`config.mk`:
```
export PLATFORM = sky130hd
export DESIGN_NAME = muldiv_arbiter
export DESIGN_NICKNAME = d
export VERILOG_FILES = /design/src/rtl/muldiv_pkg.sv /design/src/rtl/muldiv_core.sv /design/src/rtl/muldiv_arbiter.sv
export SDC_FILE = /design/constraint.sdc
export NUM_CORES = 1
export LEC_CHECK = 0
export CORE_ASPECT_RATIO = 1.25
export CORE_UTILIZATION = 47
export DETAILED_ROUTE_END_ITERATION = 8
export PLACE_DENSITY = 0.78
export SLEW_MARGIN = 25
export SYNTH_ARGS = -nofsm -noshare
export SYNTH_HDL_FRONTEND = slang
export SYNTH_SLANG_ARGS = --single-unit
```
`constraint.sdc`:
```
create_clock -name clk -period 5.7 [get_ports clk]
set_input_delay 0.855 -clock clk [delete_from_list [all_inputs] [get_ports clk]]
set_output_delay 0.855 -clock clk [all_outputs]
set_load 0.005 [all_outputs]
```
`src/rtl/muldiv_pkg.sv`:
```
// Shared types and sizing for the shared iterative multiply/divide engine.
package muldiv_pkg;

   typedef enum logic {OP_MUL, OP_DIV} muldiv_op_t;

   typedef enum logic [1:0] {IDLE, RUN, DONE} muldiv_state_t;

   localparam int MULDIV_ITER = 16;
   localparam int MULDIV_W    = 16;

endpackage

```
`src/rtl/muldiv_core.sv`:
```
// Iterative 16-bit shift-add multiplier / restoring divider; one iteration per un-held cycle.
// Operands load on start; done flags the final iteration; hold freezes every register.
module muldiv_core
   import muldiv_pkg::*;
(
   input  logic                clk,
   input  logic                rst,
   input  logic                start,
   input  logic                op,
   input  logic [MULDIV_W-1:0] a,
   input  logic [MULDIV_W-1:0] b,
   input  logic                hold,
   output logic                done,
   output logic [MULDIV_W-1:0] result,
   output logic                dbz
);

   muldiv_op_t          op_q;
   logic [MULDIV_W-1:0] a_q;
   logic [MULDIV_W-1:0] b_q;
   logic [MULDIV_W-1:0] acc_q;
   logic [MULDIV_W-1:0] rem_q;
   logic [4:0]          iter;

   logic [MULDIV_W:0]   rem_sh;
   logic [MULDIV_W-1:0] rem_sub;
   logic                div_bit;

   // a_q shifts left every iteration: it is A<<iter for MUL and exposes the next dividend bit for DIV.
   always_comb begin
      rem_sh  = {rem_q, a_q[MULDIV_W-1]};
      div_bit = (rem_sh >= {1'b0, b_q});
      rem_sub = rem_sh[MULDIV_W-1:0] - b_q;
   end

   always_ff @(posedge clk) begin
      if (rst) begin
         op_q  <= OP_MUL;
         a_q   <= '0;
         b_q   <= '0;
         acc_q <= '0;
         rem_q <= '0;
         iter  <= '0;
      end else if (start) begin
         op_q  <= muldiv_op_t'(op);
         a_q   <= a;
         b_q   <= b;
         acc_q <= '0;
         rem_q <= '0;
         iter  <= '0;
      end else if (!hold) begin
         a_q <= a_q << 1;
         if (op_q == OP_MUL) begin
            if (b_q[iter[3:0]]) begin
               acc_q <= acc_q + a_q;
            end
         end else begin
            rem_q <= div_bit ? rem_sub : rem_sh[MULDIV_W-1:0];
            acc_q <= {acc_q[MULDIV_W-2:0], div_bit};
         end
         if (iter != 5'(MULDIV_ITER - 1)) begin
            iter <= iter + 5'd1;
         end
      end
   end

   assign done   = (iter == 5'(MULDIV_ITER - 1));
   assign dbz    = (op_q == OP_DIV) && (b_q == '0);
   assign result = dbz ? '1 : acc_q;

endmodule

```
`src/rtl/muldiv_arbiter.sv`:
```
// Round-robin share of one muldiv engine among N_REQ requesters; grant at T, result pulse at T+17.
// stall freezes everything, withholds grants and holds the response pulse off until released.
module muldiv_arbiter
   import muldiv_pkg::*;
#(
   parameter int N_REQ = 2,
   parameter int ID_W  = $clog2(N_REQ)
) (
   input  logic                      clk,
   input  logic                      rst,
   input  logic                      stall,
   input  logic [N_REQ-1:0]          req_valid,
   input  logic [N_REQ-1:0]          req_op,
   input  logic [N_REQ*MULDIV_W-1:0] req_a,
   input  logic [N_REQ*MULDIV_W-1:0] req_b,
   output logic [N_REQ-1:0]          req_ready,
   output logic [N_REQ-1:0]          rsp_valid,
   output logic [MULDIV_W-1:0]       rsp_data,
   output logic                      rsp_div_by_zero,
   output logic                      busy
);

   muldiv_state_t       state_q;
   muldiv_state_t       state_d;
   logic [ID_W-1:0]     last_grant;
   logic [ID_W-1:0]     id_q;

   logic                win_vld;
   logic [ID_W-1:0]     win_id;
   logic [N_REQ-1:0]    win_oh;
   int                  pick_idx;

   logic                start;
   logic                core_hold;
   logic                core_done;
   logic [MULDIV_W-1:0] core_result;
   logic                core_dbz;
   logic                rsp_fire;

   logic [MULDIV_W-1:0] a_arr [N_REQ];
   logic [MULDIV_W-1:0] b_arr [N_REQ];

   for (genvar g = 0; g < N_REQ; g++) begin : g_unpack
      assign a_arr[g] = req_a[g*MULDIV_W +: MULDIV_W];
      assign b_arr[g] = req_b[g*MULDIV_W +: MULDIV_W];
   end

   // Search from last_grant+1 upward, wrapping, so the previous winner comes last.
   always_comb begin
      win_vld  = 1'b0;
      win_id   = '0;
      pick_idx = 0;
      for (int k = 1; k <= N_REQ; k++) begin
         pick_idx = (int'(last_grant) + k) % N_REQ;
         if (!win_vld && req_valid[ID_W'(pick_idx)]) begin
            win_vld = 1'b1;
            win_id  = ID_W'(pick_idx);
         end
      end
      win_oh         = '0;
      win_oh[win_id] = 1'b1;
   end

   always_comb begin
      state_d   = state_q;
      start     = 1'b0;
      req_ready = '0;
      unique case (state_q)
         IDLE: begin
            if (!stall && win_vld) begin
               req_ready = win_oh;
               start     = 1'b1;
               state_d   = RUN;
            end
         end
         RUN: begin
            if (!stall && core_done) begin
               state_d = DONE;
            end
         end
         DONE: begin
            if (!stall) begin
               state_d = IDLE;
            end
         end
         default: state_d = IDLE;
      endcase
   end

   always_ff @(posedge clk) begin
      if (rst) begin
         state_q    <= IDLE;
         last_grant <= ID_W'(N_REQ - 1);
         id_q       <= '0;
      end else begin
         state_q <= state_d;
         if (start) begin
            id_q <= win_id;
         end
         if (rsp_fire) begin
            last_grant <= id_q;
         end
      end
   end

   assign core_hold = stall || (state_q != RUN);

   muldiv_core u_core (
      .clk    (clk),
      .rst    (rst),
      .start  (start),
      .op     (req_op[win_id]),
      .a      (a_arr[win_id]),
      .b      (b_arr[win_id]),
      .hold   (core_hold),
      .done   (core_done),
      .result (core_result),
      .dbz    (core_dbz)
   );

   assign rsp_fire = (state_q == DONE) && !stall;

   always_comb begin
      rsp_valid = '0;
      if (rsp_fire) begin
         rsp_valid[id_q] = 1'b1;
      end
   end

   assign rsp_data        = rsp_fire ? core_result : '0;
   assign rsp_div_by_zero = rsp_fire && core_dbz;
   assign busy            = (state_q != IDLE);

endmodule

```
== Word level (Yosys, flattened, before mapping) ==
Cells that the tools add are included.
Cells by class
  $add $sub $neg: 5
  magnitude comparators: 9
  equality and inequality tests: 9
  multiplexer cells: 38
  bitwise gates (word level): 2
  reduce and logical (&&, ||, !) cells: 20
Operators with widths (count)
  2-to-1 mux 16 bit: 13
  >= comparator 17 x 16 -> 1 bit: 1
  adder 16 bit: 1
  zero test 16 bit: 1
  subtractor 16 bit: 1
  2-to-1 mux 1 bit: 15
  2-to-1 mux 2 bit: 6
  logical AND 1 bit: 8
  != test 2 bit, second input constant: 4
  less-than comparator 1 x 3 -> 1 bit, second input constant: 2
  one-hot mux 2 bit (3 select lines): 1
  AND reduction 2 bit: 3
  adder 5 x 1 -> 5 bit, second input constant: 1
  == test 5 x 4 -> 1 bit, second input constant: 1
  less-than comparator 4 x 5 -> 1 bit, second input constant: 1
  != test 5 x 4 -> 1 bit, second input constant: 1
  binary-select mux 1 bit (select 4 bit): 1
  less-than comparator 1 x 2 -> 1 bit, second input constant: 2
  nonzero test 2 bit: 2
  AND reduction 3 bit: 1
  adder 1 bit, second input constant: 2
  demux 1 bit (select 1 bit): 2
  == test 2 x 1 -> 1 bit, second input constant: 1
  == test 2 bit, second input constant: 1
  other kinds (9): 11
Word-level totals
  bits in registers: 74
  input bits: 71
  output and inout port bits: 22
  logic and storage cells: 92

== Logic depth before layout (Yosys ltp) ==
  depth after elaboration: 14
  depth in mapped cells: 11
  gate-level depth less buffers: 11

== Hierarchy ==
Synthesis repeated with hierarchy kept, for this count alone.
Second synthesis, totals
  cells, all modules: 750
  area, all modules: 5934.4 um2
Modules (own cells, without submodules)
  muldiv_core: times used 1, cells each 669, area an instance 5158.7 um2, seq. area each 1401.3 um2
  muldiv_arbiter: times used 1, cells each 81, area an instance 775.7 um2, seq. area each 80.1 um2

== Worst setup path after synthesis ==
OpenSTA, ideal clock, no wires.
  path type: input to output
  from: in stall
  to: out rsp_data[10]
  data arrival time: 1960 ps
  data required time: 4845 ps
  slack: 2885 ps
  stages: 5
  buffers on the path: 1
  path through: nor3b_1 > nand4_1 > nor2_1 > clkbuf_1 > a21o_1
On the way
  cells in the longest elaborated chain, start to end: 3
RTL lines
  start, declared: RTL line muldiv_arbiter.sv:11  | input logic stall,
  zero test 1 bit: RTL line muldiv_arbiter.sv:121  | assign rsp_fire = (state_q == DONE) && !stall;
  logical AND 1 bit: RTL line muldiv_arbiter.sv:121
  2-to-1 mux 16 bit: RTL line muldiv_arbiter.sv:130  | assign rsp_data = rsp_fire ? core_result : '0;
  end, declared: RTL line muldiv_arbiter.sv:18  | output logic [MULDIV_W-1:0] rsp_data,
Every way passes these cells.

== Final worst setup path ==
  from: in stall
  to: out rsp_data[15]
Same word-level chain as after synthesis.

==> key figures <==
Clocking
  • Root buf cell: sky130_fd_sc_hd__clkbuf_16
  • # resized after CTS: 0
  • Clock transition at the registers of the reported paths: 60 ps
  • Sink Count: 74
  • H-tree levels: 3
  • CTS tree: done
  • Skew-Pair Late Insertion Delay: 340 ps
  • Hold buffer count at cts: 0
  • Clock Tree Buf Depth: 2
  • Clock buffer count from CTS: 9
  • Post CTS Setup Buffer Count: 0

Logic synthesis
  • Dominant combinational cell family by area after synthesis: compound AO/OA/AOI/OAI gates
  • Number of storage elements in the synthesis netlist: 74
  • Parity-gate share of the synthesized area counting xor and xnor cells: 0.0469
  • Instance count of the mapped netlist: 648
  • Number of flops mapped to enable cells by yosys: 0
  • Number of synthesis warnings: 0
  • Fraction of the mapped netlist area in adder cells: 0.0866
  • Area fraction in compound gates after synthesis: 0.259
  • Sequential-to-total area share from yosys stat: 0.283
  • Primary FF master, synth: sky130_fd_sc_hd__dfxtp_1
  • Synthesized area: 5230 sq um
  • Post-synthesis simple-gate area fraction: 0.175
  • Proportion of synthesized flip-flops having asynchronous set or reset: 0
  • Mapped Nets: 754
  • Portion of netlist area occupied by mux cells: 0.101
  • Post-Synthesis Mean Instance Area: 8.07 sq um
  • Yosys cell types: 54

Setup path
  • Cell type group with the largest total delay on the critical path: buffers and inverters
  • Critical path buffers and inverters: 3
  • Required time of the worst setup path: 4850 ps
  • Slowest cell delay on critical path: 500 ps
  • Crit path DAT: 2690 ps
  • Critical path cell sequence: clkdlybuf4s50_1 > nor3b_2 > nand4_1 > nor2_1 > buf_4 > a21o_1 > clkdlybuf4s50_1
  • Setup crit start kind: primary input
  • Worst-path maximum fanout: 17
  • Highest-delay cell along the critical path: sky130_fd_sc_hd__clkdlybuf4s50_1
  • Type of element capturing the critical path: output pin
  • Kind of critical path: primary input to output pin
  • Worst path most repeated cell: sky130_fd_sc_hd__clkdlybuf4s50_1

Placed design
  • Count of input and output buffers: 91
  • Placed inst area: 6200 sq um
  • HPWL after DPL: 10400 um
  • RePlAce Congestion: 0.906

STA
  • Final sum of negative setup slack: 0 ps
  • Highest clock frequency the design can meet: 0.282 GHz
  • Clock tree skew after final layout: 5.45 ps
  • Worst relative slew slack: 0.316
  • Post-layout minimum cycle time: 3550 ps
  • Slew at the pin closest to its max-slew limit: 1030 ps
  • Final clock period utilization by the worst path: 0.623
  • Number of setup violations in the final report: 0
  • Final Slew Violations: 0
  • RSZ-0062 raised after global routing: no
  • Final hold violations: 0

Die
  • Initial core utilization: 0.488
  • Area of the core: 10700 sq um
  • I/O pin cnt: 93
  • Die area: 11600 sq um
  • Die boundary width: 96.3 um
  • Vert. Die Dim: 120 um
  • Count of standard-cell rows: 42

Outcome
  • Run status: finished clean

Detailed routing
  • Via count: 4984
  • Number of DRC violations after detailed routing: 0
  • Detailed-router iteration count before antenna repair: 4
  • Vias per cell: 5.82
  • Drt wl/cell: 16.2 um
  • DRC marker count from the first detailed-route iteration: 145
  • Remaining number of nets flagged by the antenna check after routing: 0
  • Aggregate routed wire length: 13800 um

Cells and area
  • Most common cell after layout, fill and taps aside: sky130_fd_sc_hd__clkdlybuf4s50_1
  • Filler Cells Inserted: 951
  • Final core utilization: 0.611
  • Area Overhead vs Synth: 25.2%
  • Ant. Diodes: 0
  • Post-route cell area: 6550 sq um
  • Final Net Count: 826
  • Layout cell share with drive strength beyond 1: 0.0483
  • Most frequent cells in the layout: 91 x sky130_fd_sc_hd__clkdlybuf4s50_1, 73 x sky130_fd_sc_hd__dfxtp_1, 70 x sky130_fd_sc_hd__nand2_1, 60 x sky130_fd_sc_hd__nor2_1, 49 x sky130_fd_sc_hd__a21oi_1

Global routing
  • Number of global-route vias before repair: 4988
  • Overflow left after global routing: 0
  • First-pass GRT wire length: 22900 um
  • Pin count of the biggest net entering global routing: 54
  • Initial antenna violation count: 0
  • Overall fraction of global-route tracks in use: 0.254

Power and ir drop
  • Areal power density over the cells: 233 nW/um^2
  • Leakage power summed over all cells: 2.86 nW
  • IR drop worst, VDD: 0.000161 V

Run
  • Count of maximum capacitance violations: 0

Min path
  • Worst min-delay path category: flop to flop
## through the flow
step                      instances  hold WS, ps  setup WS (ps)  total power [mW]
after detailed placement        841          488           2150             0.878
after global placement          841          475           2190             0.871
final                           856          508           2150              1.53
after CTS                       856          500           2140              1.53
after floorplan                 648          452           2880             0.785
after global routing            856          517           2020              1.59
## where the power goes
group | switching [mW] | total (mW) | internal [mW]
combinational | 0.157 | 0.307 | 0.150
clock | 0.231 | 0.659 | 0.427
sequential | 0.0227 | 0.561 | 0.538
total | 0.411 | 1.53 | 1.12
## final timing paths
path              cells after the start                to  slack [ps]             start
setup / recovery                      7      rsp_data[15]        2150             stall
hold / removal                        2  u_core.rem_q[15]         510  u_core.rem_q[15]
setup reg to reg                      9   u_core.acc_q[0]        2960     u_core.b_q[8]
hold reg to reg                       2  u_core.rem_q[15]         510  u_core.rem_q[15]
## logic make-up (layout without fill, tap and decap cells)
group	Yosys count	after routing
AND/OR/NAND/NOR	199	199
flip-flops	74	74
XOR/XNOR	28	28
AO/OA/AOI/OAI	206	206
buffers and inverters	58	134
multiplexers	48	48
adder cells (fa/ha/maj)	35	35
## flip-flops by register name, indices dropped and copies added, names as in the netlist
signal / flops
u_core.op_q: 1
u_core.acc_q: 16
state_q: 2
last_grant: 1
id_q: 1
u_core.a_q: 16
u_core.iter: 5
u_core.rem_q: 16
u_core.b_q: 16
## worst reg2reg max path, cell delays in order (launching register included)
cell and delay [ps]:
sky130_fd_sc_hd__dfxtp_1 390, sky130_fd_sc_hd__inv_1 100, sky130_fd_sc_hd__ha_1 370, sky130_fd_sc_hd__a21o_1 220, sky130_fd_sc_hd__a21oi_1 190, sky130_fd_sc_hd__o21ai_0 160, sky130_fd_sc_hd__a21o_1 220, sky130_fd_sc_hd__a31oi_1 640
sky130_fd_sc_hd__a21o_1 220, sky130_fd_sc_hd__o21ai_0 90
## synth_stat cells (2+ instances only)
| master | number | area, sq um |
|---|---|---|
| sky130_fd_sc_hd__o211ai_1 | 8 | 60.1 |
| sky130_fd_sc_hd__nand3_1 | 11 | 55.1 |
| sky130_fd_sc_hd__ha_1 | 33 | 413 |
| sky130_fd_sc_hd__inv_1 | 22 | 82.6 |
| sky130_fd_sc_hd__o22ai_1 | 2 | 12.5 |
| sky130_fd_sc_hd__a32oi_1 | 3 | 26.3 |
| sky130_fd_sc_hd__buf_2 | 4 | 20.0 |
| sky130_fd_sc_hd__nor3_1 | 4 | 20.0 |
| sky130_fd_sc_hd__mux4_2 | 4 | 90.1 |
| sky130_fd_sc_hd__a41oi_1 | 2 | 17.5 |
| sky130_fd_sc_hd__nor4_1 | 3 | 18.8 |
| sky130_fd_sc_hd__fa_1 | 2 | 40.0 |
| sky130_fd_sc_hd__xor2_1 | 15 | 131 |
| sky130_fd_sc_hd__o31ai_1 | 4 | 30.0 |
| sky130_fd_sc_hd__and3_1 | 17 | 106 |
| sky130_fd_sc_hd__o211a_1 | 3 | 30.0 |
| sky130_fd_sc_hd__nand2b_1 | 4 | 25.0 |
| sky130_fd_sc_hd__nor2b_1 | 7 | 43.8 |
| sky130_fd_sc_hd__o21ai_0 | 38 | 190 |
| sky130_fd_sc_hd__a21oi_1 | 49 | 245 |
| sky130_fd_sc_hd__a221oi_1 | 2 | 17.5 |
| sky130_fd_sc_hd__xnor2_1 | 13 | 114 |
| sky130_fd_sc_hd__clkbuf_1 | 27 | 101 |
| sky130_fd_sc_hd__nand4_1 | 7 | 43.8 |
| sky130_fd_sc_hd__and2_1 | 5 | 31.3 |
| sky130_fd_sc_hd__nand3b_1 | 4 | 30.0 |
| sky130_fd_sc_hd__o2111ai_1 | 2 | 17.5 |
| sky130_fd_sc_hd__a21o_1 | 27 | 203 |
| sky130_fd_sc_hd__nand2_1 | 70 | 263 |
| sky130_fd_sc_hd__a21boi_0 | 2 | 15.0 |
| sky130_fd_sc_hd__mux2i_1 | 44 | 440 |
| sky130_fd_sc_hd__nor2_1 | 61 | 229 |
| sky130_fd_sc_hd__o21a_1 | 2 | 15.0 |
| sky130_fd_sc_hd__a31oi_1 | 8 | 50.1 |
| sky130_fd_sc_hd__dfxtp_1 | 74 | 1480 |
| sky130_fd_sc_hd__buf_1 | 3 | 11.3 |
| sky130_fd_sc_hd__a211oi_1 | 45 | 338 |
## area by class of cell
class                   instances  area (sq um)  share of cell area
clock buffers                   9           225              0.0344
clock inverters                 6           115              0.0176
multi-input cells             516          3520               0.538
repair buffers                 97           956               0.146
well taps                     132           165              0.0252
flip-flops and latches         74          1480               0.226
inverters                      22          82.6              0.0126
## layer usage
layer,GRT usage,share of wire
met3,0.0266,0.032
met5,0,0
met4,0.0956,0.018
met1,0.286,0.42
met2,0.477,0.53
Power figures use the tool's default switching activity.
